**config.mk**
```make
export PLATFORM = sky130hd
export DESIGN_NAME = pcf8591_i2c_responder
export DESIGN_NICKNAME = d
export VERILOG_FILES = /design/src/rtl/pcf8591_i2c_responder.sv
export SDC_FILE = /design/constraint.sdc
export NUM_CORES = 1
export LEC_CHECK = 0
export ABC_AREA = 1
export BUFFER_PORTS_ARGS = -buffer_cell sky130_fd_sc_hd__buf_2
export CORE_MARGIN = 3
export CORE_UTILIZATION = 45
export CTS_BUF_LIST = sky130_fd_sc_hd__clkbuf_2 sky130_fd_sc_hd__clkbuf_4 sky130_fd_sc_hd__clkbuf_8
export DETAILED_ROUTE_END_ITERATION = 12
export PLACE_DENSITY = 0.75
export SETUP_SLACK_MARGIN = 0.3
export SLEW_MARGIN = 40
export SYNTH_ARGS = -nofsm -noshare
export SYNTH_HDL_FRONTEND = slang
export SYNTH_SLANG_ARGS = --single-unit
```
**constraint.sdc**
```tcl
create_clock -name clk -period 1.53 [get_ports clk]
set_clock_uncertainty 0.2 [all_clocks]
set_input_delay 0.2295 -clock clk [delete_from_list [all_inputs] [get_ports clk]]
set_output_delay 0.2295 -clock clk [all_outputs]
set_load 0.05 [all_outputs]
```
**src/rtl/pcf8591_i2c_responder.sv**
```systemverilog
// I2C target emulating the PCF8591 protocol: control/DAC byte writes and ADC sample reads.
// Build option PCF8591_AUTOINC_EN: advance adc_channel after each sample_req when ctrl_byte[2] is set.
module pcf8591_i2c_responder #(
  parameter logic [6:0]  DEV_ADDR    = 7'h48,
  parameter int unsigned SYNC_STAGES = 2
) (
  input  logic       clk,
  input  logic       rst,
  input  logic       scl_in,
  input  logic       sda_in,
  output logic       sda_oe,
  input  logic [7:0] adc_sample,
  output logic [1:0] adc_channel,
  output logic       sample_req,
  output logic [7:0] ctrl_byte,
  output logic       ctrl_valid,
  output logic [7:0] dac_byte,
  output logic       dac_valid,
  output logic       busy
);

  localparam int unsigned CNT_W = 4;
  localparam logic [CNT_W-1:0] LAST_BIT = CNT_W'(8);

  typedef enum logic [2:0] {
    S_IDLE,
    S_ADDR,
    S_ADDR_ACK,
    S_WR_BYTE,
    S_WR_ACK,
    S_RD_BYTE,
    S_RD_MACK,
    S_IGNORE
  } state_t;

  logic [SYNC_STAGES-1:0] scl_sync_q;
  logic [SYNC_STAGES-1:0] sda_sync_q;
  logic                   scl_prev_q;
  logic                   sda_prev_q;

  logic scl_s;
  logic sda_s;
  logic scl_rise;
  logic scl_fall;
  logic start_det;
  logic stop_det;

  state_t           state_q;
  logic [CNT_W-1:0] bit_cnt_q;
  logic [7:0]       rx_q;
  logic [6:0]       tx_q;
  logic             rw_q;
  logic             mack_q;
  logic             first_q;
  logic             sda_oe_q;
  logic             busy_q;
  logic             sample_req_q;
  logic             ctrl_valid_q;
  logic             dac_valid_q;
  logic [7:0]       ctrl_byte_q;
  logic [7:0]       dac_byte_q;
  logic [1:0]       adc_channel_q;

  // Synchronizers reset to the idle-bus level, plus one delayed copy for edge detection.
  always_ff @(posedge clk or posedge rst) begin
    if (rst) begin
      scl_sync_q <= '1;
      sda_sync_q <= '1;
      scl_prev_q <= 1'b1;
      sda_prev_q <= 1'b1;
    end else begin
      scl_sync_q <= {scl_sync_q[SYNC_STAGES-2:0], scl_in};
      sda_sync_q <= {sda_sync_q[SYNC_STAGES-2:0], sda_in};
      scl_prev_q <= scl_s;
      sda_prev_q <= sda_s;
    end
  end

  assign scl_s     = scl_sync_q[SYNC_STAGES-1];
  assign sda_s     = sda_sync_q[SYNC_STAGES-1];
  assign scl_rise  = scl_s & ~scl_prev_q;
  assign scl_fall  = ~scl_s & scl_prev_q;
  assign start_det = scl_s & scl_prev_q & sda_prev_q & ~sda_s;
  assign stop_det  = scl_s & scl_prev_q & ~sda_prev_q & sda_s;

  // Protocol state machine; START/STOP take priority over every state.
  always_ff @(posedge clk or posedge rst) begin
    if (rst) begin
      state_q       <= S_IDLE;
      bit_cnt_q     <= '0;
      rx_q          <= '0;
      tx_q          <= '0;
      rw_q          <= 1'b0;
      mack_q        <= 1'b1;
      first_q       <= 1'b0;
      sda_oe_q      <= 1'b0;
      busy_q        <= 1'b0;
      sample_req_q  <= 1'b0;
      ctrl_valid_q  <= 1'b0;
      dac_valid_q   <= 1'b0;
      ctrl_byte_q   <= 8'h00;
      dac_byte_q    <= 8'h00;
      adc_channel_q <= 2'd0;
    end else begin
      sample_req_q <= 1'b0;
      ctrl_valid_q <= 1'b0;
      dac_valid_q  <= 1'b0;
      busy_q       <= (state_q != S_IDLE) && (state_q != S_IGNORE);
`ifdef PCF8591_AUTOINC_EN
      if (sample_req_q && ctrl_byte_q[2]) begin
        adc_channel_q <= adc_channel_q + 2'd1;
      end
`endif
      if (start_det) begin
        state_q   <= S_ADDR;
        bit_cnt_q <= '0;
        sda_oe_q  <= 1'b0;
        first_q   <= 1'b1;
      end else if (stop_det) begin
        state_q  <= S_IDLE;
        sda_oe_q <= 1'b0;
      end else begin
        case (state_q)
          S_ADDR: begin
            if (scl_rise) begin
              rx_q      <= {rx_q[6:0], sda_s};
              bit_cnt_q <= bit_cnt_q + CNT_W'(1);
            end else if (scl_fall && (bit_cnt_q == LAST_BIT)) begin
              if (rx_q[7:1] == DEV_ADDR) begin
                state_q  <= S_ADDR_ACK;
                sda_oe_q <= 1'b1;
                rw_q     <= rx_q[0];
              end else begin
                state_q  <= S_IGNORE;
                sda_oe_q <= 1'b0;
              end
            end
          end
          S_ADDR_ACK: begin
            if (scl_fall) begin
              if (rw_q) begin
                tx_q         <= adc_sample[6:0];
                sda_oe_q     <= ~adc_sample[7];
                sample_req_q <= 1'b1;
                bit_cnt_q    <= CNT_W'(1);
                state_q      <= S_RD_BYTE;
              end else begin
                sda_oe_q  <= 1'b0;
                bit_cnt_q <= '0;
                state_q   <= S_WR_BYTE;
              end
            end
          end
          S_WR_BYTE: begin
            if (scl_rise) begin
              rx_q      <= {rx_q[6:0], sda_s};
              bit_cnt_q <= bit_cnt_q + CNT_W'(1);
            end else if (scl_fall && (bit_cnt_q == LAST_BIT)) begin
              // Byte is complete: commit it and ACK from this fall to the next.
              sda_oe_q <= 1'b1;
              state_q  <= S_WR_ACK;
              first_q  <= 1'b0;
              if (first_q) begin
                ctrl_byte_q   <= rx_q;
                ctrl_valid_q  <= 1'b1;
                adc_channel_q <= rx_q[1:0];
              end else begin
                dac_byte_q  <= rx_q;
                dac_valid_q <= 1'b1;
              end
            end
          end
          S_WR_ACK: begin
            if (scl_fall) begin
              sda_oe_q  <= 1'b0;
              bit_cnt_q <= '0;
              state_q   <= S_WR_BYTE;
            end
          end
          S_RD_BYTE: begin
            if (scl_fall) begin
              if (bit_cnt_q == LAST_BIT) begin
                sda_oe_q <= 1'b0;
                state_q  <= S_RD_MACK;
              end else begin
                sda_oe_q  <= ~tx_q[6];
                tx_q      <= {tx_q[5:0], 1'b0};
                bit_cnt_q <= bit_cnt_q + CNT_W'(1);
              end
            end
          end
          S_RD_MACK: begin
            if (scl_rise) begin
              mack_q <= sda_s;
            end else if (scl_fall) begin
              if (!mack_q) begin
                tx_q         <= adc_sample[6:0];
                sda_oe_q     <= ~adc_sample[7];
                sample_req_q <= 1'b1;
                bit_cnt_q    <= CNT_W'(1);
                state_q      <= S_RD_BYTE;
              end else begin
                sda_oe_q <= 1'b0;
                state_q  <= S_IGNORE;
              end
            end
          end
          default: begin
            sda_oe_q <= 1'b0;
          end
        endcase
      end
    end
  end

  assign sda_oe      = sda_oe_q;
  assign busy        = busy_q;
  assign sample_req  = sample_req_q;
  assign ctrl_valid  = ctrl_valid_q;
  assign dac_valid   = dac_valid_q;
  assign ctrl_byte   = ctrl_byte_q;
  assign dac_byte    = dac_byte_q;
  assign adc_channel = adc_channel_q;

endmodule
```
==> run summary <==
Setup CP Type: reg2reg
RSZ-0062 raised after global routing: true
Commonest cells post-synth: nand2_1, dfrtp_1, inv_1
Tmin final: 1.89 ns
Register area share after synthesis: 0.519
Relative slew slack: 0.669
Power per cell area: 1530 nW/um2
Fin. Hold Viols: 0
Proportion of layout cells with a drive suffix above 1: 0.530
Critical path's largest stage delay: 0.48 ns
Diode count: 0
Met3 Use GR: 0.0388
Detailed Place HPWL: 4150 um
Number of enable flip-flop cells after synthesis: 0
Failing checks: setup timing
Max-Cap Viols: 0
Std-Cell Rows: 26
Vias per inst: 5.47
Sink Count: 52
Port bufs: 34
Layout area overhead: 62.3%
Status: finished with violations
Largest net degree at the start of global routing: 53
Overflow after GRT: 0
Ports: 35
Total power: 6.28 mW
Top delay family on crit path: simple AND/OR/NAND/NOR gates
Placed cell count: 453
Worst Setup Start Kind: register
Initial Util: 0.479
Number of synthesized register bits: 52
CP most frequent cell: nand2_1
H-tree depth: 2
Min-Delay Path Class: in2reg
Tightest Pin Transition: 0.496 ns
CP max-delay cell: dfrtp_2
Synth Instances: 317
Grt met2 use: 0.404
Async set-reset flop share out of synthesis: 1.00
Leakage Power: 2.01 nW
Post-Syn Area: 2520 um2
Number of remaining DRC errors: 0
Worst EP required: 1.59 ns
Synth warnings: 0
Drt initial violations: 337
Drt total wl: 9270 um
Area fraction of the dominant cell type after synthesis: 0.446
Max-slew violation count: 0
Clock Latency Late Sink: 0.31 ns
CTS tree: built
Max VDD drop: 0.817 mV
Post-Layout Cell Count: 502
GRT Max-Usage Layer: met2
# setup viols final: 38
Gpl congestion: 0.901
# nets final: 445
CTS buffer count: 5
WP buf/inv: 2
Area contributors post-synth: dfrtp_1, nand2_1, o21ai_0, dfstp_2, inv_1
Initial antenna violation count: 0
Via count: 2,746
GRT Resource Usage Total: 0.237
Core ar.: 5270 um2
CP max FO: 5
Die Height: 80.9 um
Final period utilization: 1.24
Die area: 6540 um2
Most frequent cell after synthesis: nand2_1
Die Wd: 80.9 um
Met1 layer usage reported by global route: 0.302
Crit. End Element: register
CTS Buffer Depth: 2
CP Data Arrival Time: 1.95 ns
FMAX: 528 MHz
Final WS setup: -0.363 ns
Routed len/inst: 18.5 um
Top cell type by total area after synthesis: dfrtp_1
CP cell instances: buf_6 -> nand2_1 -> buf_4 -> nand2_1 -> a21oi_1 -> nand2_1 -> nand2_1 -> nand3_2 -> nand2_2
Yosys cell types: 25
Vias in the first global route: 2,559
Syn_nets: 331
Root Driver: clkbuf_8
Syn Area/Cell: 7.96 um2
Clock slew at reported path FFs: 0.10 ns
Top_reg_cell synth: dfrtp_1
Setup TNS: -7.24 ns
First-pass GRT wire length: 11,900 um
Pre-Repair DR Iteration Count: 5
Final ANT Viol Nets: 0
worst paths after layout:
| check | startpoint | to | slack [ns] | cells after the start |
|---|---|---|---|---|
| min in group asynchronous | rst | rx_q[5]$_DFFE_PP0P_ | 0.31 | 4 |
| max | state_q[2]$_DFFE_PP0P_ | state_q[0]$_DFFE_PP0P_ | -0.36 | 9 |
| min reg2reg | scl_sync_q[0]$_DFF_PP1_ | scl_sync_q[1]$_DFF_PP1_ | 0.16 | 0 |
| max reg2reg | state_q[2]$_DFFE_PP0P_ | state_q[0]$_DFFE_PP0P_ | -0.36 | 9 |
| min | adc_sample[2] | tx_q[2]$_DFFE_PP0P_ | 0.08 | 5 |
| max in group asynchronous | rst | mack_q$_DFFE_PP1P_ | 0.51 | 4 |
report_power, final:
group	internal, mW	switching [mW]	leakage (nW)
Combinational	1.40	2.09	1.29
Sequential	1.68	0.235	0.662
Clock	0.390	0.484	0.0519
Total	3.47	2.80	2.01
sequential cells by signal, indices dropped and copies added, names as in the netlist, 2 cells and up:
signal and cells:
ctrl_byte 8, dac_byte 8, rx_q 8, tx_q 7, bit_cnt_q 4, state_q 3
scl_sync_q 2, sda_sync_q 2
cells in the final DEF, fill, tap and decap left out, drive strengths merged, types with 2 or more instances in the layout:
master         n
nand4          3
buf          109
clkbuf         7
dlygate4sd3    4
ha             2
o21ai         43
clkinv         2
dfrtp         45
dfstp          7
a21oi          3
nand3         30
nand2        100
nor2          30
inv           40
routing by layer:
metal / up-vias / part of all wire
met2: 163 / 0.48
met5: - / 0
li1: 1228 / -
met3: 55 / 0.084
met4: 0 / 0.065
met1: 1300 / 0.37
cells by family after synthesis:
family / count (synthesis) / share of synthesized area
buffers and inverters: 52 / 0.0938
and+or+nand+nor: 162 / 0.275
AOI/OAI and AO/OA: 48 / 0.0987
adders and majority gates: 2 / 0.00992
DFF: 52 / 0.519
xor gates and xnor gates: 1 / 0.00347
timing repair:
| item | CTS | global route |
|---|---|---|
| gates resized for setup | 130 | 65 |
| pin swaps | 21 | 17 |
| hold endpoints to repair | 48 | 0 |
| cloned | 4 | 0 |
| buffers inserted | 19 | 14 |
| endpoints found under the setup margin | 69 | 69 |
| hold buffers | 4 | 0 |
metrics by stage:
step,cell area [um2],hold WS (ns),worst slack [ns],util
after floorplan,2570,0.0340,-0.136,-
after global placement,3070,0.116,-0.197,0.582
after detailed placement,3070,0.123,-0.205,0.582
after CTS,3760,0.0506,-0.163,0.714
after global routing,4090,0.111,-0.474,0.777
final,4090,0.0797,-0.363,0.777
worst register-to-register path, stage by stage (launching register included):
cell and delay (ns):
dfrtp_2 0.48, buf_6 0.15, nand2_1 0.16, buf_4 0.14
nand2_1 0.10, a21oi_1 0.29, nand2_1 0.11, nand2_1 0.08
nand3_2 0.07, nand2_2 0.07
cell type report:
class / count / area [um2]
multi-input combinational: 217 / 1410
sequential: 52 / 1320
fill: 304 / 1180
timing repair buffer: 113 / 997
inverter: 42 / 181
clock buffer: 7 / 90.1
tap: 70 / 87.6
clock inverter: 1 / 8.76
No activity file was read; power rests on OpenSTA's default activity.
